==> src/rtl/crc16_pkt_ctrl_pkg.sv <==
// Shared USB CRC16 definitions: packet-controller state encoding, size defaults
// and the serial CRC16 (x^16+x^15+x^2+1) constants and bit-step helper.
package crc16_pkt_ctrl_pkg;

  localparam int MAX_BYTES_DEF = 1024;
  localparam int CNT_W_DEF     = 11;

  localparam logic [15:0] CRC16_POLY    = 16'h8005;
  localparam logic [15:0] CRC16_INIT    = 16'hFFFF;
  // Remainder left in the register after a good packet plus its inverted CRC.
  localparam logic [15:0] CRC16_RESIDUE = 16'h800D;

  typedef enum logic [2:0] {
    IDLE,
    INIT,
    LOAD,
    DATA,
    CRC,
    CHECK,
    WAIT,
    DONE
  } pkt_state_e;

  function automatic logic [15:0] crc16_step(input logic [15:0] crc, input logic din);
    logic fb;
    fb = din ^ crc[15];
    return {crc[14:0], 1'b0} ^ (fb ? CRC16_POLY : 16'h0000);
  endfunction

endpackage

==> src/rtl/crc16_pkt_ctrl.sv <==
// Packet controller for the serial CRC16 engine: feeds payload bytes LSB-first,
// then either shifts out the CRC (transmit) or checks the residue (receive).
module crc16_pkt_ctrl
  import crc16_pkt_ctrl_pkg::*;
#(
  parameter int MAX_BYTES = MAX_BYTES_DEF,
  parameter int CNT_W     = CNT_W_DEF
) (
  input  logic             clk_c,
  input  logic             reset,
  input  logic             start,
  input  logic             mode,
  input  logic [CNT_W-1:0] byte_cnt,
  input  logic [7:0]       byte_in,
  input  logic             byte_valid,
  output logic             byte_ready,
  input  logic             stuff_halt,
  output logic             crc_rst,
  output logic             crc_cwe,
  output logic             crc_halt,
  output logic             crc_chk,
  output logic             crc_din,
  input  logic             crc_err_in,
  output logic             bit_strobe,
  output logic             busy,
  output logic             done,
  output logic             err
);

  // One extra bit so MAX_BYTES plus the two received CRC bytes always fits.
  localparam int               REM_W   = CNT_W + 1;
  localparam logic [REM_W-1:0] MAX_REM = REM_W'(MAX_BYTES);

  pkt_state_e       state_q, state_d;
  logic [REM_W-1:0] rem_q, rem_d;
  logic [3:0]       bit_cnt_q, bit_cnt_d;
  logic [7:0]       shift_q, shift_d;
  logic             mode_q, mode_d;
  logic             err_q, err_d;

  logic [REM_W-1:0] cnt_ext;
  logic [REM_W-1:0] cnt_clamped;
  logic             bit_take;
  pkt_state_e       after_payload;

  assign cnt_ext       = {1'b0, byte_cnt};
  assign cnt_clamped   = (cnt_ext > MAX_REM) ? MAX_REM : cnt_ext;
  assign bit_take      = ((state_q == DATA) || (state_q == CRC)) && !stuff_halt;
  assign after_payload = mode_q ? CHECK : CRC;

  always_comb begin
    state_d   = state_q;
    rem_d     = rem_q;
    bit_cnt_d = bit_cnt_q;
    shift_d   = shift_q;
    mode_d    = mode_q;
    err_d     = err_q;

    unique case (state_q)
      IDLE: begin
        if (start) begin
          state_d   = INIT;
          mode_d    = mode;
          rem_d     = mode ? (cnt_clamped + REM_W'(2)) : cnt_clamped;
          bit_cnt_d = 4'd0;
          err_d     = 1'b0;
        end
      end
      INIT: state_d = (rem_q != '0) ? LOAD : after_payload;
      LOAD: begin
        if (byte_valid) begin
          shift_d   = byte_in;
          rem_d     = rem_q - 1'b1;
          bit_cnt_d = 4'd0;
          state_d   = DATA;
        end
      end
      DATA: begin
        if (!stuff_halt) begin
          shift_d   = {1'b0, shift_q[7:1]};
          bit_cnt_d = bit_cnt_q + 4'd1;
          if (bit_cnt_q == 4'd7) begin
            bit_cnt_d = 4'd0;
            state_d   = (rem_q != '0) ? LOAD : after_payload;
          end
        end
      end
      CRC: begin
        if (!stuff_halt) begin
          bit_cnt_d = bit_cnt_q + 4'd1;
          if (bit_cnt_q == 4'd15) begin
            bit_cnt_d = 4'd0;
            state_d   = DONE;
          end
        end
      end
      CHECK: state_d = WAIT;
      WAIT: begin
        err_d   = crc_err_in;
        state_d = DONE;
      end
      DONE:    state_d = IDLE;
      default: state_d = IDLE;
    endcase
  end

  // Outputs decode from the registered state; reset overrides them so the engine
  // is held in reset for as long as this block is.
  always_comb begin
    byte_ready = 1'b0;
    bit_strobe = 1'b0;
    busy       = 1'b0;
    done       = 1'b0;
    err        = 1'b0;
    crc_rst    = 1'b1;
    crc_halt   = 1'b1;
    crc_cwe    = 1'b1;
    crc_chk    = 1'b0;
    crc_din    = 1'b0;
    if (!reset) begin
      crc_rst    = (state_q == INIT);
      busy       = (state_q != IDLE);
      done       = (state_q == DONE);
      err        = err_q;
      byte_ready = (state_q == LOAD);
      bit_strobe = bit_take;
      crc_chk    = (state_q == CHECK);
      if (state_q == DATA) begin
        crc_halt = stuff_halt;
        crc_din  = shift_q[0];
      end else if (state_q == CRC) begin
        crc_halt = stuff_halt;
        crc_cwe  = 1'b0;
      end
    end
  end

  // NOTE: reset is synchronous here, so it lives inside the clocked branch, not the sensitivity list.
  always_ff @(posedge clk_c) begin
    if (reset) begin
      state_q   <= IDLE;
      rem_q     <= '0;
      bit_cnt_q <= 4'd0;
      shift_q   <= 8'h00;
      mode_q    <= 1'b0;
      err_q     <= 1'b0;
    end else begin
      state_q   <= state_d;
      rem_q     <= rem_d;
      bit_cnt_q <= bit_cnt_d;
      shift_q   <= shift_d;
      mode_q    <= mode_d;
      err_q     <= err_d;
    end
  end

endmodule

==> config.mk <==
export PLATFORM = sky130hd
export DESIGN_NAME = crc16_pkt_ctrl
export DESIGN_NICKNAME = d
export VERILOG_FILES = /design/src/rtl/crc16_pkt_ctrl_pkg.sv /design/src/rtl/crc16_pkt_ctrl.sv
export SDC_FILE = /design/constraint.sdc
export NUM_CORES = 1
export LEC_CHECK = 0
export ABC_AREA = 1
export CORE_MARGIN = 4
export CORE_UTILIZATION = 51
export CTS_BUF_LIST = sky130_fd_sc_hd__clkbuf_8 sky130_fd_sc_hd__clkbuf_16
export DETAILED_ROUTE_END_ITERATION = 7
export HOLD_SLACK_MARGIN = 0.03
export PLACE_DENSITY = 0.78
export SETUP_SLACK_MARGIN = 0.2
export SLEW_MARGIN = 10
export SYNTH_ARGS = -nofsm -noshare
export SYNTH_HDL_FRONTEND = slang
export SYNTH_SLANG_ARGS = --single-unit
==> constraint.sdc <==
create_clock -name clk_c -period 3.35 [get_ports clk_c]
set_input_delay 0.67 -clock clk_c [delete_from_list [all_inputs] [get_ports clk_c]]
set_output_delay 0.67 -clock clk_c [all_outputs]
set_load 0.1 [all_outputs]
==> qor.yml <==
status:
  status: "finished clean"
floorplanning:
  die_area_mm2: 0.00504
  pin_count: 36
  num_rows: 22
  die_height_um: 71.0
  die_w_um: 71.0
  initial_core_util_pct: 54.1
  core_mm2: 0.00374
worst_setup_path:
  crit_type: "input pin to output port"
  worst-r2r-setup-slack_ns: 1.37
  crit-reg2reg-capture: "rem_q[0]"
  critPathRequiredTime_ns: 2.68
  worstPathBufferInverterCount: 3
  cpPeakStageDelay_ns: 0.58
  cp.arrival_ns: 2.16
  worst_r2r_path_depth: 9
  critical_path.max_fanout: 13
  crit_path_top_delay_cell: "clkdlybuf4s50_1"
  critPathLaunchType: "input pin"
  r2r-start: "state_q[1]"
  end_kind: "output port"
  crit_family: "buffers and inverters"
  crit_chain: "clkdlybuf4s50_1 -> inv_1 -> nand2_1 -> nor2_1 -> buf_12"
timing:
  drv_slew: 0
  fin_crit_sh_pct: 84.4
  setup_violations: 0
  fmax_mhz: 354
  worst_slack_ns: 0.523
  finalHoldViolations: 0
  fin_setup_tns_ns: 0
  period_minus_slack_ns: 2.83
  fin_skew_ns: 0.00483
  worstMarginPinSlew_ns: 0.476
  maxSlewHeadroom_pct: 68.1
  rsz0062_at_grt: "no"
yosys:
  synth_mux_area_share_pct: 0
  synth-simple-area-share_pct: 31.5
  synth-xor-area-share_pct: 2.60
  syn_area_mm2: 0.00202
  synth_cells: 315
  ys_ff_latch: 29
  synth.avg_cell_area_um2: 6.43
  synth_warnings: 0
  synth_top_family_by_area: "simple AND/OR/NAND/NOR gates"
  ys_seq_area_share_pct: 28.7
  mappedNetlistNets: 344
  ys_types: 35
  synth-compound-area-share_pct: 23.4
  synthAdderAreaFrac_pct: 1.85
clock_network:
  cts_max_level: 2
  cts_resized: 0
  clock-sinks: 29
  clock-root-buffer: "clkbuf_8"
  cts_tree: "done"
  cts_buffers: 5
  cts.clk_slew.worst_paths_ns: 0.07
  ctsLongestPathBuffers: 2
  ctsHoldBuffers: 0
  post_cts_buffers: 0
  clock_latency_ns: 0.28
global_routing:
  grt_usage_pct: 20.9
  grt_pass1_wl_um: 8520
  grt_max_degree: 19
  antenna_found_initial: 0
  grt_pass1_vias: 1883
  overflow: 0
power:
  pwr-share-comb_pct: 54.9
  p_seq_share_pct: 29.8
  p_clk_share_pct: 15.3
  swShare_pct: 48.8
  p_leak_nw: 1.16
  intPower_w: 0.000927
  max-vdd-ir-drop_mv: 0.482
  p_sw_w: 0.000884
  p_per_area_mw_per_mm2: 699
detailed_routing:
  drc: 0
  antenna_left: 0
  initialDrtViolationCount: 172
  wl_per_cell_um: 12.9
  vias_per_cell: 5.38
  via_count: 2146
  wl_um: 5130
  drt_pass1_iterations: 5
finish:
  syn2layout_area_growth_pct: 27.9
  layout-drive-gt1-share_pct: 12.5
  final_nets: 379
  multiInputGateArea_mm2: 0.00121
  mostFrequentLayoutCells: "nand2_1, inv_1, nor2_1"
  fillerInstances: 337
  layout_commonest_cell: "nand2_1"
  ff_latch_area_um2: 581
  antenna_cells: 0
  finalNonFillerCells: 399
worst_hold_path:
  min_path_type: "register to register"
  min_from: "err_q"
  whs_path_depth: 2
  worstHoldEndpoint: "err_q"
placed_design:
  dp_hpwl_um: 3770
  io_buffers: 35
  gp_congestion: 0.884
  dp.cells: 391
  place_ws_ns: 0.368
run:
  drv_cap: 0
-- routing by layer --
metal	routed length (um)	track usage (%)	share of wire, %
met1	2390	27.8	46
met5	0	0	0
met2	2420	33.6	47
met3	275	4.40	5.4
met4	51	7.10	0.99
-- worst max path at each step --
stage           startpoint  endpoint  cells after the start
5_1_grt        byte_cnt[6]  rem_q[9]                     15
2_1_floorplan   state_q[2]  crc_halt                      7
6_report             reset   crc_din                      5
4_1_cts              reset   crc_din                      5
3_3_place_gp   byte_cnt[8]  rem_q[9]                     15
3_5_place_dp   byte_cnt[8]  rem_q[9]                     15
-- sequential cells by signal, indices dropped and copies added, names as in the netlist --
signal / count
rem_q: 12
shift_q: 8
bit_cnt_q: 4
state_q: 3
err_q: 1
mode_q: 1
-- power groups by stage --
stage	Clock (W)	Sequential [W]	Combinational, W
after floorplan	0	0.000521	0.000751
after global placement	0	0.000541	0.000951
after detailed placement	0	0.000542	0.000968
after CTS	0.000280	0.000537	0.000984
after global routing	0.000297	0.000556	0.00110
final	0.000277	0.000540	0.000994
-- per-stage QoR --
| stage | instance area (um2) | util, % | hold slack [ns] | power, W |
|---|---|---|---|---|
| 3_5_place_dp | 2510 | 67.0 | 0.461 | 0.00151 |
| 4_1_cts | 2590 | 69.2 | 0.472 | 0.00180 |
| 5_1_grt | 2590 | 69.2 | 0.498 | 0.00195 |
| 6_report | 2590 | 69.2 | 0.468 | 0.00181 |
| 3_3_place_gp | 2510 | 67.0 | 0.458 | 0.00149 |
| 2_1_floorplan | 2040 | - | 0.438 | 0.00127 |
-- worst min-delay path: cells and delay by family (launching register included) --
| kind | cells | cell delay (ns) |
|---|---|---|
| compound gates | 1 | 0.05 |
| flops | 1 | 0.32 |
| simple gates | 1 | 0.06 |
-- layout make-up --
class                      instances  area share [%]
clock buffer                       5            2.66
tap                               48            2.32
clock inverter                     3           0.531
multi-input combinational        228            46.9
inverter                          48            6.96
sequential                        29            22.4
timing repair buffer              38            18.3
-- cells by family (layout without fill, tap and decap cells) --
family          after synthesis  in the layout
compound gates               77             77
buf+inv                      58             94
xor+xnor                      6              6
fa+ha+maj                     3              3
flops                        29             29
simple gates                142            142
-- synth_stat cells --
cell type  count  area, um2
nand4_1        7       43.8
nor3_2         1       10.0
o211a_1        1       10.0
buf_2          1       5.00
buf_4          2       15.0
o22ai_2        1       12.5
nand2_1       55        206
o31ai_1        1       7.51
ha_1           3       37.5
nor2_4         2       22.5
a21oi_2        1       8.76
o21bai_4       1       18.8
nor2_2         2       12.5
o21ai_0       30        150
nor2_1        35        131
o22ai_1        1       6.26
o211ai_1       1       7.51
dfxtp_1       29        581
xor2_1         5       43.8
nand2_4        1       11.3
o21ai_1        4       20.0
nand3_1       30        150
clkbuf_1       5       18.8
or2_2          1       6.26
a31oi_1       11       68.8
nor3_1         5       25.0
a21oi_1       21        105
a211oi_2       1       12.5
inv_2          6       22.5
o21ai_4        1       16.3
nand2_2        3       18.8
a221oi_2       2       30.0
inv_1         42        158
xnor2_1        1       8.76
buf_6          2       22.5
No activity file was read; power rests on OpenSTA's default activity.
==> variant 1, RTL diff (same settings) <==
Encoding of `pkt_state_e`: now one-hot (8 bits for 8 states).
--- a/src/rtl/crc16_pkt_ctrl_pkg.sv
+++ b/src/rtl/crc16_pkt_ctrl_pkg.sv
@@ -12,11 +12,11 @@
 
-  typedef enum logic [2:0] {
-    IDLE,
-    INIT,
-    LOAD,
-    DATA,
-    CRC,
-    CHECK,
-    WAIT,
-    DONE
+  typedef enum logic [7:0] {
+    IDLE  = 8'b00000001,
+    INIT  = 8'b00000010,
+    LOAD  = 8'b00000100,
+    DATA  = 8'b00001000,
+    CRC   = 8'b00010000,
+    CHECK = 8'b00100000,
+    WAIT  = 8'b01000000,
+    DONE  = 8'b10000000
   } pkt_state_e;
Behaviour: same outputs for any inputs over 10 cycles, from zero or initial values and one cycle with reset high; not proved beyond that.
==> variant 1 against the unedited design <==
- total power down 2.0%
- die area is 13% higher
- sequential cell count is 5 higher
- design area rose by 11%
- synthesized area grew 14%
- global-route usage grew 0.30 points
- sequential share of layout area up 1.3 points
- sequential power rose by 1%
- wire length grew 8.2%
- setup slack better by 0.14 ns
==> variant 1: results <==
set metrics [dict create \
    status "complete, no violations" \
    viasPerCell 5.48 \
    path_clk_slew_ns 0.07 \
    largestRegisters "rem_q (12), shift_q (8), state_q (8)" \
    drtIter0Drc 160 \
    internal-power_mw 0.935 \
    diodes 0 \
    post_cts_buffers 0 \
    start_util 0.527 \
    grt_max_degree 21 \
    clk_latency_ns 0.29 \
    r2r_cells 10 \
    drive_above_1_share 0.154 \
    nNetsFinal 418 \
    use_met3 0.0488 \
    synth_nets 384 \
    fin_skew_ns 0.00381 \
    clockBufferDepth 2 \
    met2_usage 0.369 \
    grt_use_total 0.212 \
    ys_seq_area_frac 0.295 \
    p_leak_nw 1.24 \
    htreeDepth 2 \
    io_buffers 35 \
    synth_common_cells "66 x nand2_1, 42 x nor2_1, 40 x inv_1, 34 x dfxtp_1, 32 x o21ai_0" \
    met1_usage 0.264 \
    drt_pass1_iterations 4 \
    grt_pass1_wl_um 9450 \
    irDropWorstVdd_mv 0.436 \
    antenna_found_initial 0 \
    path_max_fanout 14 \
    gp_congestion 0.902 \
    arrival_ns 2.02 \
    routed_wl_um 5560 \
    synth_area_leaders "dfxtp_1 29%, nand2_1 11%, o21ai_0 6.9%" \
    dp_hpwl_um 4300 \
    grt_pass1_vias 2207 \
    cts_root_buf "clkbuf_8" \
    yosysWarningCount 0 \
    worst_pin_slew_ns 0.472 \
    async_flop_share 0 \
    ys_types 37 \
    holdPathStages 2 \
]
## variant 1: metrics by stage
stage	hold WS [ns]	instances	utilization	instance area, um^2	setup slack, ns
global route	0.505	441	0.655	2870	0.504
global placement	0.455	434	0.637	2790	0.691
finish	0.472	441	0.655	2870	0.661
detailed placement	0.465	434	0.637	2790	0.600
CTS	0.474	441	0.655	2870	0.625
floorplan	0.444	355	-	2320	-0.318
## variant 1: power groups by stage
stage	logic, mW	registers, mW	clock network (mW)
final	0.949	0.547	0.279
after global routing	1.06	0.556	0.298
after CTS	0.945	0.546	0.280
after global placement	0.921	0.552	0
after detailed placement	0.939	0.554	0
after floorplan	0.759	0.540	0
## variant 1: routing by layer
| layer | wire (um) | up-vias |
|---|---|---|
| met5 | 0 | - |
| met4 | 76 | 0 |
| met3 | 325 | 10 |
| met2 | 2790 | 69 |
| met1 | 2370 | 1097 |
| li1 | - | 1240 |
## variant 1: cell type report
class / count / area [um^2]
fillers: 380 / 1510
multi-input cells: 258 / 1360
flip-flops and latches: 34 / 681
repair buffers: 39 / 480
inverters: 51 / 209
clock buffers: 5 / 68.8
well taps: 52 / 65.1
clock inverters: 2 / 7.51
## variant 1: critical path, cell delays in order, from the launching register on
cell and delay, ns:
dfxtp_1 0.34, inv_2 0.08, nand2_2 0.07, nor3_1 0.19, nand2_2 0.25, inv_4 0.20, nor2_8 0.07, nor3_2 0.23
inv_1 0.12, buf_12 0.18
## variant 1: worst paths after layout
path              slack (ns)          to  startpoint
setup / recovery        0.66    crc_halt  state_q[1]
hold / removal          0.47  shift_q[7]  shift_q[7]
setup reg to reg        1.23    rem_q[6]  state_q[4]
hold reg to reg         0.47  shift_q[7]  shift_q[7]
## variant 1: kinds of logic (layout without fill, tap and decap cells)
kind of cell,count (synthesis),in the layout,synth area share
simple gates,178,178,0.377
xor+xnor,2,2,0.00758
flops,34,34,0.295
compound gates,75,75,0.181
fa+ha+maj,3,3,0.0162
buf+inv,63,97,0.123
==> variant 2, RTL diff (config.mk and constraints unchanged) <==
Made on the original files. The package constant `CNT_W_DEF` goes from 11 to 22.
--- a/src/rtl/crc16_pkt_ctrl_pkg.sv
+++ b/src/rtl/crc16_pkt_ctrl_pkg.sv
@@ -5,3 +5,3 @@
   localparam int MAX_BYTES_DEF = 1024;
-  localparam int CNT_W_DEF     = 11;
+  localparam int CNT_W_DEF     = 22;
 
Ports: changed (resized byte_cnt); port bits go from 36 to 47. No check against the original RTL was run, so the function may have changed too.
==> variant 2 against the unedited design <==
- sequential cell count grew 11
- wire length grew 36%
- combinational power grew 39%
- core utilization shrank 1.4 points
- setup slack gained 0.16 ns
- highest routed layer unchanged
- synthesized area grew 37%
- total power grew 42%
- design area grew 36%
==> variant 2: results <==
set metrics [dict create \
    drt_pass1_iterations 4 \
    min_from "mode_q" \
    synthAdderAreaFrac 0.0135 \
    dp_cells 538 \
    met1_usage 0.289 \
    path_max_fanout 7 \
    synth_top_area_frac 0.288 \
    synth_nets 472 \
    crit_end "rem_q[9]" \
    fin_skew_ns 0.00685 \
    grt_pass1_vias 2731 \
    viasPerCell 5.39 \
    grt_pass1_wl_um 12100 \
    power_density_nw_per_um2 729 \
    met1_length_um 3190 \
    dp_hpwl_um 5270 \
    use_met3 0.0504 \
    via_count 2944 \
    synth_common_cells "65 x nor2_1, 58 x nand2_1, 56 x inv_1, 40 x dfxtp_1, 34 x a21oi_1" \
    met2_usage 0.391 \
    cp-startpoint "byte_cnt[3]" \
    ys_seq_area_frac 0.288 \
    drive_above_1_share 0.126 \
    status "complete, no violations" \
    r2r_cells 10 \
    p_clk_mw 0.443 \
    nNetsFinal 515 \
    irDropWorstVdd_mv 0.548 \
    p_leak_nw 1.49 \
    gp_congestion 0.893 \
    synth_compound_area_frac 0.207 \
]
==> variant 2: cell types whose count changed in the layout (fill, tap and decap cells not counted), moves of 7 or more <==
cell	before	now
a31oi_1	11	4
inv_1	43	56
nor2_2	2	9
clkdlybuf4s50_1	25	36
nor2_1	35	64
dfxtp_1	29	40
a211oi_1	0	10
a21oi_1	21	34
nand4_1	7	15
==> variant 2: worst max-delay path: stages <==
cell	delay, ns
clkdlybuf4s50_1	0.49
nor2_1	0.12
nand2_1	0.05
nor2_1	0.09
nand2_1	0.07
nand2_2	0.13
nand2_2	0.12
nor2_1	0.19
ha_1	0.22
nand2_1	0.08
inv_1	0.07
nand4_1	0.11
nor2_1	0.15
nand3_1	0.08
nand2_1	0.07
nand3_1	0.07
a21oi_1	0.13
==> variant 2: layout make-up <==
type                    count  area (um^2)
flip-flops and latches     40          801
multi-input cells         313         1680
fillers                   467         1680
clock buffers               7         96.3
repair buffers             50          591
inverters                  65          244
well taps                  70         87.6
clock inverters             1         30.0
